--- src/rtl/rs_hs_relay_fifo.sv ---
// Relay FIFO: L forward/backward register stages feed a REAL_DEPTH tail buffer with first-word fall-through; latency L+1.
// Writer is throttled by if_full_n, which is the tail credit delayed L cycles; sticky checker under RS_HS_RELAY_PROTO_CHECK_EN.
module rs_hs_relay_fifo #(
  parameter int DATA_WIDTH     = 32,
  parameter int DEPTH          = 24,
  parameter int PIPELINE_LEVEL = 2,
  localparam int GRACE      = 2 * PIPELINE_LEVEL,
  localparam int REAL_DEPTH = DEPTH + GRACE,
  localparam int CNT_WIDTH  = $clog2(REAL_DEPTH + 1)
) (
  input  logic                  clk,
  input  logic                  reset,
  input  logic [DATA_WIDTH-1:0] if_din,
  input  logic                  if_write,
  output logic                  if_full_n,
  output logic [DATA_WIDTH-1:0] if_dout,
  output logic                  if_empty_n,
  input  logic                  if_read,
  output logic [CNT_WIDTH-1:0]  fill_level,
  output logic                  proto_err
);
  localparam int PTR_WIDTH = $clog2(REAL_DEPTH);

  logic                  wr_acc, arr_vld, pop, credit_raw;
  logic [DATA_WIDTH-1:0] arr_dat;
  logic [PTR_WIDTH-1:0]  wr_ptr_q, wr_ptr_d, rd_ptr_q, rd_ptr_d;
  logic [CNT_WIDTH-1:0]  cnt_q, cnt_d;
  logic [DATA_WIDTH-1:0] mem [REAL_DEPTH];

  assign wr_acc     = if_write & if_full_n;
  assign pop        = if_read & if_empty_n;
  assign credit_raw = (cnt_q < CNT_WIDTH'(DEPTH));

  generate
    if (PIPELINE_LEVEL == 0) begin : g_direct
      assign arr_vld   = wr_acc;
      assign arr_dat   = if_din;
      assign if_full_n = credit_raw;
    end else begin : g_relay
      logic [PIPELINE_LEVEL-1:0] fwd_vld_q, bwd_crd_q;
      logic [DATA_WIDTH-1:0]     fwd_dat_q [PIPELINE_LEVEL];

      always_ff @(posedge clk or posedge reset) begin
        if (reset) begin
          fwd_vld_q <= '0;
          bwd_crd_q <= '1;
        end else begin
          fwd_vld_q[0] <= wr_acc;
          bwd_crd_q[0] <= credit_raw;
          for (int i = 1; i < PIPELINE_LEVEL; i++) begin
            fwd_vld_q[i] <= fwd_vld_q[i-1];
            bwd_crd_q[i] <= bwd_crd_q[i-1];
          end
        end
      end

      // payload stages carry no reset; the valid bits alone qualify them
      always_ff @(posedge clk) begin
        fwd_dat_q[0] <= if_din;
        for (int i = 1; i < PIPELINE_LEVEL; i++) begin
          fwd_dat_q[i] <= fwd_dat_q[i-1];
        end
      end

      assign arr_vld   = fwd_vld_q[PIPELINE_LEVEL-1];
      assign arr_dat   = fwd_dat_q[PIPELINE_LEVEL-1];
      assign if_full_n = bwd_crd_q[PIPELINE_LEVEL-1];
    end
  endgenerate

  function automatic logic [PTR_WIDTH-1:0] ptr_inc(input logic [PTR_WIDTH-1:0] p);
    return (p == PTR_WIDTH'(REAL_DEPTH - 1)) ? '0 : p + PTR_WIDTH'(1);
  endfunction

  always_comb begin
    wr_ptr_d = arr_vld ? ptr_inc(wr_ptr_q) : wr_ptr_q;
    rd_ptr_d = pop ? ptr_inc(rd_ptr_q) : rd_ptr_q;
    cnt_d    = cnt_q;
    if (arr_vld && !pop) begin
      cnt_d = cnt_q + CNT_WIDTH'(1);
    end else if (!arr_vld && pop) begin
      cnt_d = cnt_q - CNT_WIDTH'(1);
    end
  end

  always_ff @(posedge clk or posedge reset) begin
    if (reset) begin
      wr_ptr_q <= '0;
      rd_ptr_q <= '0;
      cnt_q    <= '0;
    end else begin
      wr_ptr_q <= wr_ptr_d;
      rd_ptr_q <= rd_ptr_d;
      cnt_q    <= cnt_d;
    end
  end

  always_ff @(posedge clk) begin
    if (arr_vld) begin
      mem[wr_ptr_q] <= arr_dat;
    end
  end

  assign fill_level = cnt_q;
  assign if_empty_n = (cnt_q != '0);
  assign if_dout    = if_empty_n ? mem[rd_ptr_q] : '0;

`ifdef RS_HS_RELAY_PROTO_CHECK_EN
  logic proto_err_q;

  always_ff @(posedge clk or posedge reset) begin
    if (reset) begin
      proto_err_q <= 1'b0;
    end else if ((if_write & ~if_full_n) | (if_read & ~if_empty_n)) begin
      proto_err_q <= 1'b1;
    end
  end

  assign proto_err = proto_err_q;
`else
  assign proto_err = 1'b0;
`endif

endmodule

--- config.mk ---
export PLATFORM = sky130hd
export DESIGN_NAME = rs_hs_relay_fifo
export DESIGN_NICKNAME = d
export VERILOG_FILES = /design/src/rtl/rs_hs_relay_fifo.sv
export SDC_FILE = /design/constraint.sdc
export NUM_CORES = 1
export LEC_CHECK = 0
export ABC_AREA = 1
export CORE_MARGIN = 4
export CORE_UTILIZATION = 54
export DETAILED_ROUTE_END_ITERATION = 8
export PLACE_DENSITY = 0.71
export SLEW_MARGIN = 20
export SYNTH_ARGS = -nofsm -noshare
export SYNTH_HDL_FRONTEND = slang
export SYNTH_SLANG_ARGS = --single-unit
--- constraint.sdc ---
create_clock -name clk -period 4.5 [get_ports clk]
set_input_delay 0.9 -clock clk [delete_from_list [all_inputs] [get_ports clk]]
set_output_delay 0.9 -clock clk [all_outputs]
set_load 0.01 [all_outputs]
==> impl_results.md <==
* Status: finished, final reports clean
* Pwr per Cell Area at 643 nW/µm²
* Clock period minus worst slack at 4.43 ns
* CTS H-Tree Depth at 3
* Area occupied by multi-input gates at 8730 µm²
* Critical path arrival at 3.53 ns
* Tot Pwr at 29.1 mW
* Remaining DRCs at 0
* Top Ports at 76
* Switching share of power at 0.363
* DP Cell Count at 4541
* Inserted Clock Buffers at 98
* CTS tree: yes
* Pre-CTS setup slack at 0.720 ns
* Vias after detailed routing at 26200
* Final setup viols at 0
* Die Y at 280 µm
* Final worst-path cycle share at 0.985
* Core footprint at 73200 µm²
* Busiest layer in global routing: met2
* GR Util met3 at 0.0543
* Final hold slack at 0.319 ns
* WS Path Type: reg -> out
* Met2 Track Usage GR at 0.391
* Fill cells at 5577
* Area delta synth->final at 13.0%
* Synth Cell Area at 40000 µm²
* FF+latch area at 28700 µm²
* Cell count after synthesis at 3615
* Slew Limit Fails at 0
* Yosys reg bits at 979
* Slew @ Worst Pin at 1.14 ns
* Vias in the first global route at 24700
* Antenna Violating Nets Remaining at 0
* Initial antenna violation count at 0
* Sequential power share at 0.375
* Max Cap Viol at 0
* Grt met1 use at 0.358
* Area post-placement at 41900 µm²
* Final hold vios at 0
* Die X at 280 µm
* Post-layout util at 0.618
* Distinct cell type count after synthesis at 34
* Rel. slew slack at 0.237
* Sequential element share of the synthesized area at 0.716
* Iter 0 DRT Violations at 3121
* Net Sw Power at 10.5 mW
* Post-Syn Area per Cell at 11.1 µm²
* FP Rows at 99
* Req. time, crit path at 3.60 ns
* Fin cells at 4725
* Leak pwr at 17.8 nW
* Die area at 78500 µm²
* Starting Density at 0.547
* Setup crit start kind: register
* Port-buffer cells at 74
* First-pass GRT wire length at 149 mm
* Routed len/inst at 21.1 µm
* Logic pwr share at 0.342
* Final WS setup at 0.0653 ns
* Clock power share at 0.282
* Global route overflow at 0
* CTS Hold Bufs at 0
* Detailed Route WL at 99.5 mm
* Worst setup EP type: primary output
* Largest net degree at the start of global routing at 148
* DRT Pass-1 Iters at 6
* Design area at 45200 µm²
* Final GP Congestion at 0.804
* Clock root buffer: clkbuf_16
* Mapped Nets at 3661
* Setup tns final at 0 ns
* HP Class: reg -> reg
* DP HPWL at 55.4 mm
* Max Clk Rate at 225 MHz
* Clk slew on worst S/H paths at 0.06 ns
* Clk_lat worst skew at 0.66 ns
* RSZ-0062 raised after global routing: true
* Fraction of registers with async set/reset at 0.0194
* Clk_skew at 0.0218 ns
* Warnings, synthesis at 0
* Top FF cell, synth: edfxtp_1
* Layout cell share with drive strength beyond 1 at 0.0709
* Post-synth EDFFs at 896
* Vias/cell at 5.54
* Max IR drop VDD at 0.000772 V
* CP Max Fanout at 147
* Clock sink total at 979
* Internal power at 18.5 mW
* Nets at 3729
* Worst R2R Setup Slack at 1.68 ns
* Total track usage at 0.252
* N_diodes at 0
* Deepest clock path buffer count at 3
[placed cells by master (no fill, tap or decap), types with 2 or more instances in the layout]
master	n
buf_12	14
bufinv_16	11
dfrtp_4	2
nor2_4	27
buf_4	60
clkinv_2	12
xor2_1	2
o21ai_1	32
clkbuf_8	5
nor2_2	2
dfxtp_1	64
nor2_1	313
dfstp_2	2
dfrtp_1	12
clkinv_8	3
nor3_2	8
edfxtp_1	896
dfrtp_2	3
nor3b_1	2
a21oi_2	3
inv_2	2
a21oi_1	34
nand2_1	913
nand3_1	382
ha_1	9
o211ai_1	30
clkdlybuf4s50_1	74
buf_6	5
clkbuf_1	30
o21ai_0	157
nor3_1	21
clkinv_1	18
inv_1	482
clkbuf_16	100
inv_6	3
o22ai_1	21
[kinds of logic after synthesis]
family / Yosys count / share of synthesized area
and+or+nand+nor: 1670 / 0.170
DFF: 979 / 0.716
buffers and inverters: 672 / 0.0716
AOI/OAI and AO/OA: 280 / 0.0377
adders and majority gates: 10 / 0.00331
xor gates and xnor gates: 3 / 0.000657
other: 1 / 0.0000937
[cell usage after synthesis, types with 2 or more instances]
cell type / count / area, µm²
nor3_2: 5 / 50.1
buf_1: 14 / 52.6
o22ai_1: 21 / 131
nor2_1: 342 / 1280
xor2_1: 2 / 17.5
dfxtp_1: 64 / 1280
ha_1: 9 / 113
o211ai_1: 30 / 225
dfstp_2: 2 / 52.6
nor3b_1: 2 / 15.0
nand3_1: 382 / 1910
nor3_1: 24 / 120
buf_4: 24 / 180
inv_2: 2 / 7.51
o21ai_0: 157 / 786
inv_1: 483 / 1810
buf_6: 17 / 191
buf_2: 89 / 445
a21oi_1: 37 / 185
edfxtp_1: 896 / 26900
clkbuf_1: 41 / 154
nand2_1: 913 / 3430
o21ai_1: 32 / 160
dfrtp_1: 17 / 425
[critical path, cell delays in order, from the launching register on]
cell	delay, ns
dfrtp_4	0.56
buf_16	0.35
o21ai_0	0.22
o21ai_1	0.16
nand2_1	0.06
nand2_1	0.07
nand3_1	0.06
a21oi_1	0.42
clkdlybuf4s50_1	0.63
[layout make-up]
| class | instances | area share |
|---|---|---|
| timing repair buffer | 154 | 0.0344 |
| sequential | 979 | 0.634 |
| multi-input combinational | 1964 | 0.193 |
| inverter | 486 | 0.0408 |
| clock buffer | 135 | 0.0593 |
| tap | 959 | 0.0265 |
| clock inverter | 48 | 0.0120 |
[power by group through the flow]
stage               sequential (mW)  combinational (mW)  clock, mW
floorplan                      10.9                6.28          0
global placement               11.1                9.57          0
detailed placement             11.1                9.70          0
CTS                            10.9                9.76       8.28
global route                   11.0                10.8       8.67
finish                         10.9                9.95       8.20
[final timing paths]
| check | startpoint | to | cells after the start |
|---|---|---|---|
| min | g_relay.fwd_dat_q[0][3] | g_relay.fwd_dat_q[0][35] | 0 |
| min reg2reg | g_relay.fwd_dat_q[0][3] | g_relay.fwd_dat_q[0][35] | 0 |
| min in group asynchronous | reset | g_relay.fwd_vld_q[0] | 2 |
| max reg2reg | wr_ptr_q[0] | mem[2][7] | 5 |
| max | rd_ptr_q[0] | if_dout[15] | 8 |
| max in group asynchronous | reset | rd_ptr_q[0] | 2 |
[registers in the layout (all words and copies together) (netlist names)]
register	flops
g_relay.bwd_crd_q	2
g_relay.fwd_vld_q	2
g_relay.fwd_dat_q	64
rd_ptr_q	5
mem	896
fill_level	5
wr_ptr_q	5
[repair_timing]
action | in CTS | in global routing
endpoints found under the setup margin | 0 | 21
resized for setup | 0 | 11
setup buffers | 0 | 1
[metal layers]
layer,vias up,share of wire
met4,0,0.034
met2,1289,0.46
met3,220,0.10
li1,12100,-
met5,-,0
met1,12600,0.41
Note: power is estimated with default switching activity, not from simulation.
